### config.mk
export PLATFORM = sky130hd
export DESIGN_NAME = cp_ram_burst_reader
export DESIGN_NICKNAME = d
export VERILOG_FILES = /design/src/rtl/cp_ram_pkg.sv /design/src/rtl/cp_fifo2.sv /design/src/rtl/cp_ram_burst_reader.sv
export SDC_FILE = /design/constraint.sdc
export NUM_CORES = 1
export LEC_CHECK = 0
export CAP_MARGIN = 20
export CORE_MARGIN = 2
export CORE_UTILIZATION = 50
export CTS_CLUSTER_DIAMETER = 50
export DETAILED_ROUTE_END_ITERATION = 6
export PLACE_DENSITY = 0.79
export SLEW_MARGIN = 30
export SYNTH_ARGS = -nofsm -noshare
export SYNTH_HDL_FRONTEND = slang
export SYNTH_SLANG_ARGS = --single-unit
### constraint.sdc
create_clock -name clk -period 4.3 [get_ports clk]
set_input_delay 1.075 -clock clk [delete_from_list [all_inputs] [get_ports clk]]
set_output_delay 1.075 -clock clk [all_outputs]
set_load 0.01 [all_outputs]
### src/rtl/cp_ram_pkg.sv
// Shared widths and FSM encoding for the cluster operand RAM and its readers.
package cp_ram_pkg;

    localparam int ADDR_W = 10;
    localparam int DATA_W = 72;
    localparam int LEN_W  = 11;

    typedef enum logic [1:0] {
        IDLE  = 2'd0,
        ISSUE = 2'd1,
        DRAIN = 2'd2
    } state_t;

endpackage

### src/rtl/cp_fifo2.sv
// Two-entry synchronous FIFO of {last, data}; head entry drives the outputs.
module cp_fifo2 #(
    parameter int W = 72
) (
    input  logic         clk,
    input  logic         rst,
    input  logic         push,
    input  logic         push_last,
    input  logic [W-1:0] push_data,
    input  logic         pop,
    output logic         head_valid,
    output logic         head_last,
    output logic [W-1:0] head_data,
    output logic [1:0]   occ
);

    logic [1:0][W:0] mem;
    logic            wr_ptr;
    logic            rd_ptr;

    // Caller guarantees push only when not full or popping in the same cycle.
    always_ff @(posedge clk) begin
        if (rst) begin
            mem    <= '0;
            wr_ptr <= 1'b0;
            rd_ptr <= 1'b0;
            occ    <= 2'd0;
        end else begin
            if (push) begin
                mem[wr_ptr] <= {push_last, push_data};
                wr_ptr      <= ~wr_ptr;
            end
            if (pop)
                rd_ptr <= ~rd_ptr;
            occ <= occ + {1'b0, push} - {1'b0, pop};
        end
    end

    assign head_valid = (occ != 2'd0);
    assign head_last  = mem[rd_ptr][W];
    assign head_data  = mem[rd_ptr][W-1:0];

endmodule

### src/rtl/cp_ram_burst_reader.sv
// Streams a contiguous burst from one operand-RAM read port onto a valid/ready
// stream, covering the RAM's registered-address latency and output backpressure.
module cp_ram_burst_reader
    import cp_ram_pkg::*;
#(
    parameter int ADDR_W = cp_ram_pkg::ADDR_W,
    parameter int DATA_W = cp_ram_pkg::DATA_W,
    parameter int LEN_W  = cp_ram_pkg::LEN_W
) (
    input  logic              clk,
    input  logic              rst,
    input  logic              cmd_valid,
    output logic              cmd_ready,
    input  logic [ADDR_W-1:0] cmd_addr,
    input  logic [LEN_W-1:0]  cmd_len,
    output logic [ADDR_W-1:0] ram_addr,
    input  logic [DATA_W-1:0] ram_dout,
    output logic              out_valid,
    input  logic              out_ready,
    output logic [DATA_W-1:0] out_data,
    output logic              out_last,
    output logic              done,
    output logic              busy
);

    state_t            state;
    logic [ADDR_W-1:0] addr_cnt;
    logic [LEN_W-1:0]  remaining;

    // s0: address registered, RAM samples it next edge.
    // s1: RAM output carries the word; captured once the FIFO has room.
    logic              s0, s0_last;
    logic              s1, s1_last;

    logic              pop;
    logic              cap;
    logic              issue;
    logic [1:0]        occ;
    logic [2:0]        credit;

    assign pop = out_valid && out_ready;

    // While s1 waits for room, ram_addr is held, so the RAM keeps re-reading
    // the same word and its output acts as a third holding slot.
    assign cap = s1 && ((occ != 2'd2) || pop);

    assign credit = {1'b0, occ} + {2'b00, s0} - {2'b00, pop};
    assign issue  = (state == ISSUE) && (credit < 3'd2);

    always_ff @(posedge clk) begin
        if (rst) begin
            state     <= IDLE;
            cmd_ready <= 1'b1;
            busy      <= 1'b0;
            done      <= 1'b0;
            ram_addr  <= '0;
            addr_cnt  <= '0;
            remaining <= '0;
            s0        <= 1'b0;
            s0_last   <= 1'b0;
            s1        <= 1'b0;
            s1_last   <= 1'b0;
        end else begin
            done    <= 1'b0;
            s0      <= 1'b0;
            s1      <= s0 | (s1 & ~cap);
            s1_last <= s0 ? s0_last : s1_last;

            case (state)
                IDLE: begin
                    if (cmd_valid) begin
                        if (cmd_len == '0) begin
                            done <= 1'b1;
                        end else begin
                            // The first read issues on the accepting edge.
                            ram_addr  <= cmd_addr;
                            addr_cnt  <= cmd_addr + ADDR_W'(1);
                            remaining <= cmd_len - LEN_W'(1);
                            s0        <= 1'b1;
                            s0_last   <= (cmd_len == LEN_W'(1));
                            state     <= (cmd_len == LEN_W'(1)) ? DRAIN : ISSUE;
                            cmd_ready <= 1'b0;
                            busy      <= 1'b1;
                        end
                    end
                end

                ISSUE: begin
                    if (issue) begin
                        ram_addr  <= addr_cnt;
                        addr_cnt  <= addr_cnt + ADDR_W'(1);
                        remaining <= remaining - LEN_W'(1);
                        s0        <= 1'b1;
                        s0_last   <= (remaining == LEN_W'(1));
                        if (remaining == LEN_W'(1))
                            state <= DRAIN;
                    end
                end

                DRAIN: begin
                    if (pop && out_last) begin
                        state     <= IDLE;
                        done      <= 1'b1;
                        cmd_ready <= 1'b1;
                        busy      <= 1'b0;
                    end
                end

                default: begin
                    state     <= IDLE;
                    cmd_ready <= 1'b1;
                    busy      <= 1'b0;
                end
            endcase
        end
    end

    cp_fifo2 #(
        .W(DATA_W)
    ) u_fifo (
        .clk       (clk),
        .rst       (rst),
        .push      (cap),
        .push_last (s1_last),
        .push_data (ram_dout),
        .pop       (pop),
        .head_valid(out_valid),
        .head_last (out_last),
        .head_data (out_data),
        .occ       (occ)
    );

endmodule

==> metrics.txt <==
Post-synth top cells=nand2_1, dfxtp_1, a21oi_1, mux2_2, clkbuf_1; Fill cells=1417; LEAKAGE=3.93 nW; Crit-path slowest cell=fa_1; row count=47; non-filler instance count after layout=1417; Clock power frac=31.6%; Hold Path Sink=u_fifo.mem[47]$_SDFFE_PP0P_; Initial Utilization=50.9%; HP Start=u_fifo.mem[47]$_SDFFE_PP0P_; Worst IR Drop VDD=0.308 mV; most frequent cell after synthesis=nand2_1; internal power=3.41 mW; initial antenna violation count=0; Clock Latency Late Sink=0.43 ns; vias after detailed routing=7566; final-report max-slew violation count=0; R2R depth=12; DRT iter0 DRCs=407; Clock Sinks=190; asr flop ratio synth=0%; Antenna diodes=0; num ports=184; via/cell ratio=5.34; Hold Path Class=register to register; first-pass GRT wire length=35300 um; Core Region=16500 um2; power per cell area=459 nW/um2; crit path DAT=3.88 ns; CTS buffer count=17; reg2reg start=u_fifo.occ[1]$_SDFF_PP0_; dpl hpwl=13600 um; Tot Pwr=5.03 mW; GRT overflow=0; RSZ-0062 raised after global routing=no; antenna-violating nets left=0; worst reg2reg endpoint=addr_cnt[9]$_SDFFE_PP0P_; Area after DPL=10400 um2; post-CTS setup buffer count=0; Crit path required time=4.66 ns; placed instance count=1385; vias in the first global route=7361; total die area=17800 um2; DRC violation count after routing=0; fraction of layout cells with a size suffix above 1=11.4%; status=finished, final reports clean; CP startpoint kind=primary input; H-tree depth=4; Final Cycle Share=82.0%; Routed WL per cell=15.1 um; post-synth cell types=50; CP cell instances=clkdlybuf4s50_1, o21ai_0, inv_1, ha_1, nor2b_1, fa_1, inv_1, a31oi_1, a211oi_4, buf_4, o21ai_0, mux2_4, a21oi_1; Final Skew=0.0118 ns; CTS root buf=clkbuf_16; Worst Path Max Fanout=11; synthesized area=8380 um2; Flop pwr share=41.3%; r2r setup slk=1.32 ns; Avg Cell Area, Syn=8.04 um2; max-cap violations=0; Port Buffer Count=183; Storage cell area=3810 um2; die extent in x=133 um; nets=1291; relative slew slack=52.9%; Synth top area share=45.4%; Sw Ratio=32.2%; Syn-to-layout area delta=30.8%; GRT Total Usage=24.1%; CTS tree=done; most used flip-flop cell after synthesis=dfxtp_1; Crit. End Element=register; largest cells by area after synthesis=dfxtp_1, nand2_1, mux2_2, a21oi_1, clkbuf_1; largest net degree at the start of global routing=93; clk buf depth=2; yosys warns=0; minimum clock period=3.53 ns; Fmax=284 MHz; Seq/Total Area, Yosys=45.4%; cell taking the most area after synthesis=dfxtp_1; Clk pin slew, worst setup/hold paths=0.08 ns; Syn Nets=1150; Syn Inst Count=1043; combinational power share=27.1%; Setup CP Type=primary input to register; cts repair resizes=0; register bit total from synthesis=190; number of enable flip-flop cells after synthesis=0; height of the chip=133 um; Hold Path Depth=2; Least-Margin Pin Slew=0.706 ns; Total Neg Setup Slack=0 ns; Sw Pwr=1.62 mW; fin area=11000 um2; Final GP Congestion=0.824; WHS=0.454 ns; Detailed Routing Iterations Pass 1=5; slowest stage delay, CP=0.42 ns; area of the multi-input gates=4240 um2; WL final=21400 um; Hold-fix buffers, CTS=0; Final Hold Fails=0; Setup violations, final=0
==> worst max path at each step <==
stage	slack [ns]	startpoint	cells past startpoint	endpoint
finish	0.77	out_ready	13	addr_cnt[9]$_SDFFE_PP0P_
global route	0.57	out_ready	13	addr_cnt[9]$_SDFFE_PP0P_
CTS	0.79	out_ready	13	addr_cnt[9]$_SDFFE_PP0P_
detailed placement	0.35	out_ready	13	addr_cnt[9]$_SDFFE_PP0P_
global placement	0.42	out_ready	13	addr_cnt[9]$_SDFFE_PP0P_
floorplan	0.95	out_ready	12	remaining[9]$_SDFFE_PP0P_
==> power groups by stage <==
stage	combinational, mW	sequential [mW]	clock [mW]
floorplan	0.872	2.05	0
finish	1.36	2.08	1.59
global route	1.50	2.10	1.70
global placement	1.34	2.11	0
detailed placement	1.36	2.12	0
CTS	1.37	2.08	1.62
==> metal layers <==
metal	track usage, %	part of all wire (%)	vias to the layer above	wire length, um
met2	40.6	49	215	10400
met3	7.84	7.3	21	1550
li1	-	-	3786	-
met4	6.56	1.4	0	291
met1	29.8	43	3544	9100
met5	0	0	-	0
==> sequential cells by signal, summed over array words and instances, names as in the netlist, 2 cells and up <==
name	flops
u_fifo.mem	146
remaining	11
u_fifo.occ	2
state	2
addr_cnt	10
ram_addr	10
==> critical path: cells and delay by family <==
family,cells,cell delay [ns]
AO/OA/AOI/OAI,5,0.83
buffers and inverters,4,0.79
adder cells (fa/ha/maj),2,0.74
multiplexers,1,0.28
AND/OR/NAND/NOR,1,0.15
==> kinds of logic after synthesis <==
logic type	synth area share [%]
simple gates	20.9
compound gates	15.0
flops	45.4
buf+inv	4.28
mux	11.8
xor+xnor	1.05
fa+ha+maj	1.58
==> area by class of cell <==
type / instances / area share, %
Tap cell: 220 / 2.51
Clock inverter: 15 / 1.53
Inverter: 13 / 0.445
Clock buffer: 17 / 3.88
Multi-Input combinational cell: 765 / 38.7
Timing Repair Buffer: 197 / 18.2
Sequential cell: 190 / 34.7
==> cells in the final DEF, fill, tap and decap left out, types with 2 or more instances in the layout <==
| master | n |
|---|---|
| inv_6 | 4 |
| or3_1 | 4 |
| nor2b_1 | 6 |
| and3_1 | 2 |
| mux2_2 | 75 |
| a22oi_1 | 3 |
| o31ai_1 | 2 |
| a211oi_1 | 8 |
| a21oi_1 | 168 |
| nor2_1 | 34 |
| buf_12 | 5 |
| mux2i_1 | 11 |
| inv_8 | 5 |
| xor2_1 | 5 |
| nand2_1 | 335 |
| o21ai_0 | 25 |
| inv_1 | 13 |
| clkbuf_16 | 17 |
| xnor2_1 | 5 |
| clkinv_4 | 2 |
| dfxtp_1 | 189 |
| o211ai_1 | 5 |
| a31oi_1 | 4 |
| clkdlybuf4s50_1 | 182 |
| ha_1 | 9 |
| nor4_1 | 5 |
| o21a_1 | 2 |
| nand2b_1 | 3 |
| nand3_1 | 11 |
| a32oi_1 | 4 |
| buf_4 | 10 |
| nor3_1 | 11 |
| nand3b_1 | 3 |
==> through the flow <==
| stage | setup WS (ns) | utilization, % |
|---|---|---|
| floorplan | 0.948 | - |
| global placement | 0.415 | 63.0 |
| detailed placement | 0.347 | 63.0 |
| CTS | 0.791 | 66.6 |
| global route | 0.566 | 66.6 |
| finish | 0.774 | 66.6 |
Power figures use the tool's default switching activity.
